===== src/rtl/polynomial3_source_if.sv =====
// Polynomial3 message type and its valid/ready channel.
// Shared by every Polynomial3 producer and consumer.
package poly3_pkg;

  localparam int A_W = 24;
  localparam int B_W = 16;
  localparam int C_W = 8;

  typedef struct packed {
    logic [A_W-1:0] a;
    logic [B_W-1:0] b;
    logic [C_W-1:0] c;
  } poly3_t;

endpackage

interface IPolynomial3ValidReady;
  import poly3_pkg::*;

  logic   valid;
  logic   ready;
  poly3_t data;

  modport Source (
    output valid,
    output data,
    input  ready
  );

  modport Sink (
    input  valid,
    input  data,
    output ready
  );

endinterface


===== src/rtl/polynomial3_source.sv =====
// Polynomial3 producer: staged register writes, commit FIFO, valid/ready out.
// Optional handshake counter port `sent` under POLY3_SOURCE_STATS_EN.
module polynomial3_source
  import poly3_pkg::*;
#(
  parameter int DEPTH = 4,
  parameter int CNT_W = $clog2(DEPTH + 1)
) (
  input  logic                 clk,
  input  logic                 rst,
  input  logic                 wr_en,
  input  logic [1:0]           wr_addr,
  input  logic [31:0]          wr_data,
  IPolynomial3ValidReady.Source abc,
  output logic [CNT_W-1:0]     count,
  output logic                 full,
  output logic                 overflow
`ifdef POLY3_SOURCE_STATS_EN
  ,
  output logic [15:0]          sent
`endif
);

  localparam int AW = $clog2(DEPTH);

  poly3_t         mem [DEPTH];
  logic [AW-1:0]  rd_ptr;
  logic [AW-1:0]  wr_ptr;
  logic [A_W-1:0] sa;
  logic [B_W-1:0] sb;
  logic [C_W-1:0] sc;

  logic commit;
  logic push;
  logic pop;
  logic unused_wr;

  assign unused_wr = ^wr_data[31:A_W];

  assign commit = wr_en && (wr_addr == 2'd3);
  assign pop    = abc.valid && abc.ready;
  assign push   = commit && (!full || pop);

  // Outputs come from registered occupancy only, never from ready or wr_*.
  assign full      = (count == CNT_W'(DEPTH));
  assign abc.valid = (count != '0);
  assign abc.data  = mem[rd_ptr];

  // Staging registers hold the next triple; commit leaves them intact.
  always_ff @(posedge clk) begin
    if (rst) begin
      sa <= '0;
      sb <= '0;
      sc <= '0;
    end else if (wr_en) begin
      unique case (wr_addr)
        2'd0:    sa <= wr_data[A_W-1:0];
        2'd1:    sb <= wr_data[B_W-1:0];
        2'd2:    sc <= wr_data[C_W-1:0];
        default: ;
      endcase
    end
  end

  // FIFO storage; contents are don't-care when not occupied.
  always_ff @(posedge clk) begin
    if (push) begin
      mem[wr_ptr] <= '{a: sa, b: sb, c: sc};
    end
  end

  // Circular pointers wrap naturally at power-of-two DEPTH.
  always_ff @(posedge clk) begin
    if (rst) begin
      rd_ptr <= '0;
      wr_ptr <= '0;
    end else begin
      if (push) wr_ptr <= wr_ptr + AW'(1);
      if (pop)  rd_ptr <= rd_ptr + AW'(1);
    end
  end

  // Occupancy tracks push/pop; simultaneous push and pop cancel.
  always_ff @(posedge clk) begin
    if (rst) begin
      count <= '0;
    end else begin
      unique case ({push, pop})
        2'b10:   count <= count + CNT_W'(1);
        2'b01:   count <= count - CNT_W'(1);
        default: count <= count;
      endcase
    end
  end

  // Sticky flag for a commit that found no room.
  always_ff @(posedge clk) begin
    if (rst) begin
      overflow <= 1'b0;
    end else if (commit && !push) begin
      overflow <= 1'b1;
    end
  end

`ifdef POLY3_SOURCE_STATS_EN
  // Completed handshakes, wrapping at 16 bits.
  always_ff @(posedge clk) begin
    if (rst) begin
      sent <= '0;
    end else if (pop) begin
      sent <= sent + 16'd1;
    end
  end
`endif

endmodule


===== src/flat_wrapper.sv =====
// flat-port wrapper written by rule: the top's interface ports become plain ports
module polynomial3_source_flat import poly3_pkg::*;
#(
  parameter int DEPTH = 4,
  parameter int CNT_W = $clog2(DEPTH + 1)
)
  (clk, rst, wr_en, wr_addr, wr_data, count, full, overflow, abc_valid, abc_data, abc_ready);
  IPolynomial3ValidReady abc_i ();
  input  logic clk;
  input  logic rst;
  input  logic wr_en;
  input  logic [1:0] wr_addr;
  input  logic [31:0] wr_data;
  output logic [CNT_W-1:0] count;
  output logic full;
  output logic overflow;
  output wire logic [$bits(abc_i.valid)-1:0] abc_valid;
  output wire logic [$bits(abc_i.data)-1:0] abc_data;
  input wire logic [$bits(abc_i.ready)-1:0] abc_ready;
  assign abc_valid = abc_i.valid;
  assign abc_data = abc_i.data;
  assign abc_i.ready = abc_ready;
  polynomial3_source #(.DEPTH(DEPTH), .CNT_W(CNT_W)) u_core (.clk(clk), .rst(rst), .wr_en(wr_en), .wr_addr(wr_addr), .wr_data(wr_data), .abc(abc_i), .count(count), .full(full), .overflow(overflow));
endmodule

===== config.mk =====
export PLATFORM = sky130hd
export DESIGN_NAME = polynomial3_source_flat
export DESIGN_NICKNAME = d
export VERILOG_FILES = /design/src/rtl/polynomial3_source_if.sv /design/src/rtl/polynomial3_source.sv /design/src/flat_wrapper.sv
export SDC_FILE = /design/constraint.sdc
export NUM_CORES = 1
export LEC_CHECK = 0
export BUFFER_PORTS_ARGS = -buffer_cell sky130_fd_sc_hd__buf_4
export CAP_MARGIN = 10
export CORE_MARGIN = 8
export CORE_UTILIZATION = 43
export DETAILED_ROUTE_END_ITERATION = 7
export GPL_TIMING_DRIVEN = 0
export PLACE_DENSITY = 0.73
export SYNTH_ARGS = -nofsm -noshare
export SYNTH_HDL_FRONTEND = slang
export SYNTH_SLANG_ARGS = --single-unit

===== constraint.sdc =====
create_clock -name clk -period 2.21 [get_ports clk]
set_input_delay 0.442 -clock clk [delete_from_list [all_inputs] [get_ports clk]]
set_output_delay 0.442 -clock clk [all_outputs]
set_load 0.1 [all_outputs]

==> results of run 1 <==
## metal layers
metal | wire length [um] | vias up | part of all wire, %
li1 | - | 2194 | -
met1 | 7660 | 2435 | 42
met2 | 9300 | 137 | 50
met3 | 1150 | 28 | 6.2
met4 | 341 | 0 | 1.8
met5 | 0 | - | 0
## timing repair
action	in CTS	in global routing
resized for setup	67	17
cloned	0	3
endpoints found under the setup margin	49	49
pin swaps	2	2
setup buffers	4	5
## layout by cell type, fill, tap and decap left out, drive strengths merged
master	count
nor2	18
and2	4
o311ai	1
xor2	3
nand2b	2
xnor2	1
nand3b	2
clkinv	6
fa	1
edfxtp	192
nor3b	1
clkbuf	45
and3	1
ha	5
nand3	1
nor4b	1
mux4	48
mux2	1
nand2	80
dfxtp	58
and3b	1
a41oi	1
clkinvlp	2
o31a	1
mux2i	9
bufinv	1
or3b	1
o21ai	1
or3	2
a21oi	42
buf	115
inv	7
## cell usage after synthesis (all sizes together)
| master | count | share of area (%) |
|---|---|---|
| a21oi | 42 | 2.3 |
| a41oi | 1 | 0.096 |
| and2 | 4 | 0.27 |
| and3 | 1 | 0.069 |
| and3b | 1 | 0.096 |
| buf | 19 | 1.4 |
| clkbuf | 6 | 0.25 |
| dfxtp | 58 | 13 |
| edfxtp | 192 | 63 |
| fa | 1 | 0.22 |
| ha | 5 | 0.69 |
| inv | 6 | 0.25 |
| mux2 | 1 | 0.12 |
| mux2i | 9 | 0.99 |
| mux4 | 48 | 12 |
| nand2 | 80 | 3.3 |
| nand2b | 2 | 0.14 |
| nand3 | 1 | 0.055 |
| nand3b | 2 | 0.16 |
| nor2 | 18 | 0.77 |
| nor3b | 1 | 0.14 |
| nor4b | 1 | 0.16 |
| o21ai | 1 | 0.055 |
| o311ai | 1 | 0.096 |
| o31a | 1 | 0.096 |
| or3 | 2 | 0.14 |
| or3b | 1 | 0.096 |
| xnor2 | 1 | 0.096 |
| xor2 | 3 | 0.29 |
## cell type report
cell class / count / area share, %
Buffer: 25 / 1.89
Clock buffer: 36 / 6.26
Clock inverter: 10 / 0.732
Inverter: 6 / 0.197
Multi-Input combinational cell: 228 / 18.0
Sequential cell: 250 / 60.6
Tap cell: 275 / 3.00
Timing Repair Buffer: 99 / 9.37
## state kept, by name, summed over array words and instances, names as in the netlist, named ones only
signal and count:
u_core.mem 192, u_core.sa 24, u_core.sb 16, u_core.sc 8
u_core.count 3, u_core.rd_ptr 2, u_core.wr_ptr 2, u_core.overflow 1
## kinds of logic after synthesis
kind of cell | count (synthesis) | synth area share, %
AOI/OAI and AO/OA | 46 | 2.64
xor gates and xnor gates | 4 | 0.384
buffers and inverters | 31 | 1.86
adders and majority gates | 6 | 0.904
and+or+nand+nor | 114 | 5.39
muxes | 58 | 13.0
DFF | 250 | 75.9
## tightest hold or removal path: stages
cell and delay, ns:
buf_4 0.11, nand2_1 0.04, a21oi_1 0.05
## report_power, final
part	internal [mW]	switching, mW
sequential	5.15	0.0935
combinational	1.28	2.56
clock	2.37	1.65
total	8.80	4.30
## path summary, 6_finish.rpt
| kind | start | endpoint | slack, ns | depth (start not counted) |
|---|---|---|---|---|
| worst max register to register | u_core.count[1]$_SDFFE_PP0P_ | u_core.count[2]$_SDFFE_PP0P_ | 0.08 | 9 |
| worst max-delay path | register | abc_data[15] | -0.15 | 4 |
| worst min register to register | u_core.overflow$_SDFFE_PP0P_ | u_core.overflow$_SDFFE_PP0P_ | 0.48 | 2 |
| worst min-delay path | wr_data[16] | u_core.sa[16]$_SDFFE_PP0P_ | 0.16 | 3 |
==> summary.md, run 1 <==
| Metric | Value |
|---|---|
| Die area | `0.0262 mm2` |
| Hold slack final | `between 0.15 and 0.2 ns` |
| Req. time, crit path | `1.77 ns` |
| Non-Filler Instances | `just over 900` |
| Crit Path Max Fanout | `8` |
| Synth Area per Inst | `17.9 um2` |
| Design Area, Final | `0.0115 mm2` |
| Clock Tree Buf Depth | `3` |
| Largest stage delay on the critical path | `approximately 0.55 ns` |
| Rows | `53` |
| Setup crit start kind | `register` |
| Clock Latency Late Sink | `0.52 ns` |
| Detail-routed net length per standard cell | `roughly 20 um` |
| Post-Syn Area | `~0.0091 mm2` |
| Final Max Tran Viols | `0` |
| Arr. time, crit path | `1.91 ns` |
| Pwr per Cell Area | `1140 mW/mm2` |
| Reg clk slew, reported paths | `0.06 ns` |
| Largest net degree at the start of global routing | `28` |
| Yosys reg bits | `250` |
| Initial antenna violation count | `0` |
| Setup TNS | `-5.52 ns` |
| CP Class | `register to output pin` |
| H-tree depth | `1` |
| DRC viols | `0` |
| Drt via density | `5.16` |
| Crit-path most repeated cell | `buf_12` |
| Via count | `4794` |
| Slew margin rel. | `46.6%` |
| Routed WL | `18.5 mm` |
| Vias in the first global route | `4871` |
| Share of cells above drive strength 1 | `33.6%` |
| Pre-antenna DRT Iters | `5` |
| Area of the multi-input gates | `0.00206 mm2` |
| Leak | `between 3 and 4 nW` |
| Die Height | `162 um` |
| First-pass GRT wire length | `27.9 mm` |
| Peak supply drop | `0.855 mV` |
| CP max stage cell | `mux4_2` |
| Fillers | `1652` |
| Hold Path Class | `input pin to register` |
| Initial core utilization | `roughly 44%` |
| M3 GR Usage | `about 3.7%` |
| GRT met1 Usage | `17.2%` |
| Dpl ws | `-0.184 ns` |
| RSZ-0062 raised after global routing | `yes` |
| Final worst slack | `-0.146 ns` |
| Max_cap viols | `0` |
| Post-DP Area | `about 0.01 mm2` |
| CP Capture Type | `output pin` |
| Final setup violation count | `48` |
| Failing checks | `negative setup slack` |
| Clock sink count | `250` |
| Fmax | `0.424 GHz` |
| Least-Margin Pin Slew | `0.791 ns` |
| Total gr overflow | `0` |
| Die Width | `162 um` |
| Post-CTS Hold Fix Bufs | `0` |
| Syn Nets | `between 500 and 600` |
| Crit path cell chain | `buf_12, buf_12, mux4_2, buf_12` |
| Final Critical Period | `about 2.4 ns` |
| Num CTS Buffers | `25` |
| Post-synthesis cell type count | `33` |
| Busiest grt layer | `met2` |
| Initial DRC count | `369` |
| CTS root buf | `clkbuf_16` |
| Antenna Nets Post-Route | `0` |
| Reg area | `0.00694 mm2` |
| Total power | `13.1 mW` |
| Synth Instances | `509` |
| TritonCTS clock tree | `done` |
| GRT Util Overall | `roughly 14%` |
| Io pins | `92` |
| Outcome | `complete, but fails checks` |
| Cells after DPL | `871` |
| Placer Congestion | `about 0.74` |
| WP buf/inv | `3` |
| Area of the core | `0.0210 mm2` |
| Ant diodes | `0` |
| Final hold violation count | `0` |
| Port Buffers | `83` |
| Fin crit share | `107%` |
| Met2 GRT Util | `23.8%` |
| Yosys warning count | `0` |
| Setup Skew | `0.0180 ns` |
| CP top delay family | `multiplexers` |
| Final Util | `about 55%` |
| Nets | `between 600 and 700` |
| Area growth syn-to-layout | `25.5%` |
| Register area share after synthesis | `between 70% and 80%` |
| Detailed placement HPWL | `11.9 mm` |
Note: power is estimated with default switching activity, not from simulation.
==> run 2: changes to the inputs <==
- ABC_AREA: unset -> 1
- PLACE_DENSITY: 0.73 -> 0.72
==> run 2 against run 1 <==
  * The run still ends with negative setup slack left
  * Total power is 18% higher
  * Sequential share of layout area is 7.3 points lower
  * Critical path depth is 3 higher
  * Combinational power is 56% higher
  * Clock skew is 0.010 ns lower
  * Highest routed layer unchanged
==> summary.md, run 2 <==
| Metric | Value |
|---|---|
| Post-synth top area cell | `edfxtp_1` |
| RSZ-0062 raised after global routing | `yes` |
| Via count | `6344` |
| Least-Margin Pin Slew | `0.801 ns` |
| CTS root buf | `clkbuf_16` |
| Io pins | `92` |
| Yosys warning count | `0` |
| Port Buffers | `83` |
| Yosys reg bits | `250` |
| Drt via density | `5.39` |
| Slew margin rel. | `46.5%` |
| Post-Syn Area | `0.00928 mm2` |
| Reg clk slew, reported paths | `0.06 ns` |
| Syn Nets | `801` |
| Synth Instances | `757` |
| Worst R2R End | `u_core.count[2]$_SDFFE_PP0P_` |
| Crit Path Max Fanout | `8` |
| Hold Path Class | `input pin to register` |
| Routed WL | `24.0 mm` |
| Vias in the first global route | `between 6000 and 7000` |
| Setup crit start kind | `register` |
| Die Width | `163 um` |
| Peak supply drop | `approximately 1.0 mV` |
| Min-delay src | `rst` |
| Reg with most FFs | `u_core.mem` |
| GRT Util Overall | `17.5%` |
| Most common library cell in the layout ignoring fill and taps | `edfxtp_1` |
| EDFF count, synth | `192` |
| Initial DRC count | `620` |
| Req. time, crit path | `1.77 ns` |
| Register area share after synthesis | `between 70 and 80%` |
| Outcome | `complete, but fails checks` |
| Failing checks | `negative setup slack` |
| CP Class | `register to output pin` |
| Area of the core | `0.0211 mm2` |
| Largest net degree at the start of global routing | `28` |
| Fmax | `0.436 GHz` |
| Largest regs | `u_core.mem: 192 flops, u_core.sa: 24 flops, u_core.sb: 16 flops` |
| Max_cap viols | `0` |
| Ys async rst share | `0%` |
| Clock Tree Buf Depth | `3` |
| Cells after DPL | `1120` |
| First-pass GRT wire length | `35.7 mm` |
| H-tree depth | `1` |
| Top-area cell type share of the netlist area | `62.1%` |
| Die Height | `about 160 um` |
| Clock sink count | `250` |
| Clock Latency Late Sink | `0.52 ns` |
| CP Capture Type | `output pin` |
| Nets | `929` |
| Num CTS Buffers | `25` |
| Post-synth top cells | `208 x nor2_1, 192 x edfxtp_1, 140 x o21ai_0, 58 x dfxtp_1, 48 x o22ai_1` |
| Synth Area per Inst | `roughly 12 um2` |
| Top cells by area, synth | `edfxtp_1 62%, dfxtp_1 13%, nor2_1 8.4%` |
| Non-Filler Instances | `about 1200` |
| Max FFs per register | `192` |
| TritonCTS clock tree | `done` |
| Reg2reg path depth | `11` |
| Pre-antenna DRT Iters | `5` |
| Post-synthesis cell type count | `20` |
| Hold Path Stages | `2` |
| Reg-to-reg critical path startpoint | `u_core.count[0]$_SDFFE_PP0P_` |
| Die area | `0.0265 mm2` |
| DRC viols | `0` |
| Commonest non-fill, non-tap cells in the layout | `192 x edfxtp_1, 162 x nor2_1, 91 x o21ai_0` |
| Initial antenna violation count | `0` |
| Setup Skew | `0.00782 ns` |
| Arr. time, crit path | `1.85 ns` |
| Final worst slack | `-0.0848 ns` |
| Detail-routed net length per standard cell | `20.4 um` |
| Area growth syn-to-layout | `40.3%` |
| Rows | `53` |
| Final setup violation count | `47` |
| Ys flop type | `edfxtp_1` |
| Final Critical Period | `2.29 ns` |
| Pwr per Cell Area | `1190 mW/mm2` |
| Leak | `around 4.6 nW` |
| Top-count cell post-synth | `nor2_1` |
| Total gr overflow | `0` |
| Final Max Tran Viols | `0` |
| Antenna Nets Post-Route | `0` |
| FF-to-FF setup slack | `around 0.15 ns` |
| Share of cells above drive strength 1 | `approximately a third` |
| Fin crit share | `104%` |
| Ant diodes | `0` |
| Setup TNS | `-2.25 ns` |
| Final hold violation count | `0` |
| Initial core utilization | `about 44%` |
| Detailed placement HPWL | `approximately 15 mm` |
| Placer Congestion | `0.765` |
run 2: timing repair:
| action | in CTS | in global routing |
|---|---|---|
| cloned | 4 | 4 |
| hold buffers | 0 | 0 |
| endpoints found under the setup margin | 97 | 49 |
| resized for setup | 232 | 153 |
| pin swaps | 33 | 30 |
| buffers inserted | 2 | 3 |
run 2: area by class of cell:
cell class / count / area, um2
Timing Repair Buffer: 99 / 1530
Inverter: 25 / 106
Multi-Input combinational cell: 442 / 2790
Sequential cell: 250 / 6940
Tap cell: 275 / 344
Buffer: 42 / 487
Clock inverter: 17 / 161
Clock buffer: 28 / 657
Fill cell: 1562 / 8070
run 2: worst max-delay path: stages, from the launching register on:
cell	delay (ns)
dfxtp_2	0.33
buf_12	0.15
clkinv_8	0.08
clkbuf_16	0.16
buf_8	0.14
nor2_2	0.04
o22ai_2	0.21
buf_12	0.21
run 2: power by group:
group | internal (mW) | switching [mW] | total (mW)
registers | 5.19 | 0.119 | 5.31
clock network | 2.39 | 1.78 | 4.17
logic | 2.10 | 3.88 | 5.99
run 2: metrics by stage:
stage          total power, mW  hold slack [ns]  util [%]  area, um2  setup slack [ns]
6_report                  15.5            0.104      61.7      13000           -0.0848
4_1_cts                   15.1           0.0845      59.1      12500            -0.134
2_1_floorplan             8.76            0.455         -       9640           -0.0273
3_5_place_dp              9.81            0.475      50.9      10700            -0.309
3_3_place_gp              9.77            0.458      50.3      10600            -0.621
5_1_grt                   15.9           0.0956      61.7      13000            -0.119
run 2: how the worst max path moves through the flow:
stage	endpoint	slack (ns)	depth (start not counted)
after floorplan	u_core.mem[0][0]$_DFFE_PP_	-0.03	4
after global placement	u_core.mem[0][43]$_DFFE_PP_	-0.62	5
after detailed placement	u_core.mem[0][43]$_DFFE_PP_	-0.31	6
after CTS	abc_data[30]	-0.13	7
after global routing	abc_data[14]	-0.12	5
final	abc_data[21]	-0.08	7
run 2: cells by family after synthesis:
kind of cell    after synthesis  share of synthesized area, %
flops                       250                          74.6
compound gates              199                          11.4
simple gates                235                          9.79
fa+ha+maj                     6                         0.890
buf+inv                      67                          3.32
run 2: per-layer routing:
metal	up-vias	track usage [%]	part of all wire, %
met5	-	0	0
li1	2956	-	-
met4	0	4.05	1.7
met1	3141	22.6	42
met3	36	3.41	6.4
met2	211	29.8	50
==> run 3: changes to the inputs <==
==> constraint.sdc (replaced) <==
create_clock -name clk -period 2.21 [get_ports clk]
set_input_delay 0.442 -clock clk [delete_from_list [all_inputs] [get_ports clk]]
set_output_delay 0.442 -clock clk [all_outputs]
set_load 0.005 [all_outputs]
==> run 3 against run 2 <==
  * The flow now finishes without violations
  * Sequential share of layout area increased by 5.9 points
  * Total power is 25% lower
  * Worst setup slack better by 0.10 ns
  * Global-route usage fell by 0.32 points
  * Final area decreased by 10%
  * Register-to-register slack hardly changed
  * Clock power down 5.5%
  * First-iteration DRC count shrank 20%
  * Die area stayed put
  * Critical endpoint is now abc_data[16]
  * Largest cell class unchanged
  * Largest power group is now sequential cells
==> summary.md, run 3 (same netlist as run 2, synthesis figures left out) <==
| Metric | Value |
|---|---|
| Antenna Nets Post-Route | `0` |
| Final Critical Period | `2.20 ns` |
| Commonest non-fill, non-tap cells in the layout | `193 x nor2_1, 192 x edfxtp_1, 117 x o21ai_0` |
| CP Class | `register to output pin` |
| Die Width | `163 um` |
| Worst R2R End | `u_core.mem[2][43]$_DFFE_PP_` |
| Largest net degree at the start of global routing | `30` |
| Vias in the first global route | `just over 6000` |
| Max FFs per register | `192` |
| Max_cap viols | `0` |
| Final setup violation count | `0` |
| Detailed placement HPWL | `approximately 15 mm` |
| Die area | `around 0.027 mm2` |
| Fmax | `0.456 GHz` |
| DRC viols | `0` |
| Arr. time, crit path | `1.75 ns` |
| Crit Path Max Fanout | `10` |
| Fin crit share | `99.3%` |
| Final hold violation count | `0` |
| Initial core utilization | `approximately 44%` |
| Leak | `~4.2 nW` |
| Largest regs | `u_core.mem: 192 flops, u_core.sa: 24 flops, u_core.sb: 16 flops` |
| Num CTS Buffers | `25` |
| Least-Margin Pin Slew | `0.837 ns` |
| Reg with most FFs | `u_core.mem` |
| Detail-routed net length per standard cell | `roughly 20 um` |
| Final Max Tran Viols | `0` |
| Nets | `slightly above 900` |
| Req. time, crit path | `between 1.5 and 2 ns` |
| Die Height | `163 um` |
| Initial DRC count | `498` |
| Setup crit start kind | `register` |
| Setup Skew | `0.00563 ns` |
| RSZ-0062 raised after global routing | `yes` |
| Placer Congestion | `0.771` |
| Total power | `11.5 mW` |
| Pre-antenna DRT Iters | `5` |
| TritonCTS clock tree | `done` |
| Peak supply drop | `0.568 mV` |
| Routed WL | `23.2 mm` |
| Port Buffers | `between 80 and 90` |
| Outcome | `completed` |
| Hold Path Stages | `2` |
| Clock Tree Buf Depth | `3` |
| Min-delay src | `rst` |
| Clock sink count | `250` |
| FF-to-FF setup slack | `0.16 ns` |
| Post-CTS Hold Fix Bufs | `0` |
| Initial antenna violation count | `0` |
| Fillers | `about 1700` |
| H-tree depth | `1` |
| Setup TNS | `0 ns` |
| Hold Path Class | `input pin to register` |
| CP Capture Type | `output pin` |
| Rows | `53` |
| Area growth syn-to-layout | `26.1%` |
| Slew margin rel. | `44.2%` |
| GRT Util Overall | `17.2%` |
| Worst Hold End | `u_core.overflow$_SDFFE_PP0P_` |
| First-pass GRT wire length | `roughly 36 mm` |
| Reg-to-reg critical path startpoint | `u_core.count[0]$_SDFFE_PP0P_` |
| Most common library cell in the layout ignoring fill and taps | `nor2_1` |
| Ant diodes | `0` |
| Reg2reg path depth | `7` |
| Reg clk slew, reported paths | `0.06 ns` |
| Drt via density | `5.34` |
| Pwr per Cell Area | `987 mW/mm2` |
| Clock Latency Late Sink | `0.51 ns` |
| Io pins | `92` |
| Share of cells above drive strength 1 | `24.6%` |
| Total gr overflow | `0` |
| Area of the core | `0.0211 mm2` |
| CTS root buf | `clkbuf_16` |
| Via count | `6314` |
[run 3: cell count changes in the layout (fill, tap and decap cells not counted), moves of 13 or more]
cell	before	now
buf_12	56	6
o21ai_2	21	2
o22ai_2	36	19
o22ai_1	0	29
buf_4	47	101
nor2_2	32	14
nor2_1	162	193
nor2_4	19	6
o21ai_0	91	117
[run 3: worst max-delay path by stage]
stage / from / endpoint / slack [ns] / cells after the start
6_report: register / abc_data[16] / 0.01 / 5
5_1_grt: register / abc_data[17] / -0.03 / 5
4_1_cts: register / abc_data[3] / -0.04 / 6
3_5_place_dp: wr_addr[1] / u_core.mem[0][43]$_DFFE_PP_ / -0.41 / 6
3_3_place_gp: wr_addr[1] / u_core.mem[3][43]$_DFFE_PP_ / -1.59 / 5
2_1_floorplan: wr_en / u_core.mem[0][0]$_DFFE_PP_ / -0.38 / 4
[run 3: layout make-up]
cell class	instances	area [um2]	share of cell area [%]
timing repair buffer	103	908	7.76
inverter	25	101	0.866
tap	275	344	2.94
clock inverter	13	92.6	0.791
clock buffer	33	676	5.77
sequential	250	6930	59.2
buffer	41	397	3.39
multi-input combinational	442	2250	19.2
[run 3: routing by layer]
| metal | GRT usage, % | up-vias | part of all wire [%] |
|---|---|---|---|
| li1 | - | 2962 | - |
| met1 | 21.7 | 3044 | 41 |
| met2 | 28.9 | 262 | 48 |
| met3 | 3.89 | 46 | 7.7 |
| met4 | 5.30 | 0 | 2.6 |
| met5 | 0 | - | 0 |
[run 3: power breakdown]
group / internal (mW) / switching, mW / leakage (nW)
clock: 2.27 / 1.68 / 0.382
combinational: 1.05 / 1.24 / 1.65
sequential: 5.19 / 0.128 / 2.20
total: 8.50 / 3.05 / 4.23
[run 3: stage by stage]
stage / area, um2 / utilization (%) / instances / hold slack [ns] / setup slack [ns]
finish: 11700 / 55.5 / 1182 / 0.106 / 0.0147
global route: 11700 / 55.5 / 1182 / 0.0900 / -0.0324
CTS: 11500 / 54.7 / 1176 / 0.0936 / -0.0421
detailed placement: 10400 / 49.4 / 1121 / 0.465 / -0.406
global placement: 10300 / 48.6 / 1115 / 0.460 / -1.59
floorplan: 9290 / - / 757 / 0.455 / -0.381
[run 3: what timing repair did]
| item | CTS | global route |
|---|---|---|
| setup buffers | 6 | 6 |
| gates cloned | 3 | 1 |
| gates resized for setup | 82 | 59 |
| endpoints found under the setup margin | 125 | 46 |
| pin swaps | 8 | 9 |
[run 3: worst max-delay path, cell delays in order (launching register included)]
cell,delay (ns)
dfxtp_4,0.45
inv_8,0.06
clkbuf_4,0.20
o21ai_0,0.23
o22ai_2,0.13
buf_4,0.16
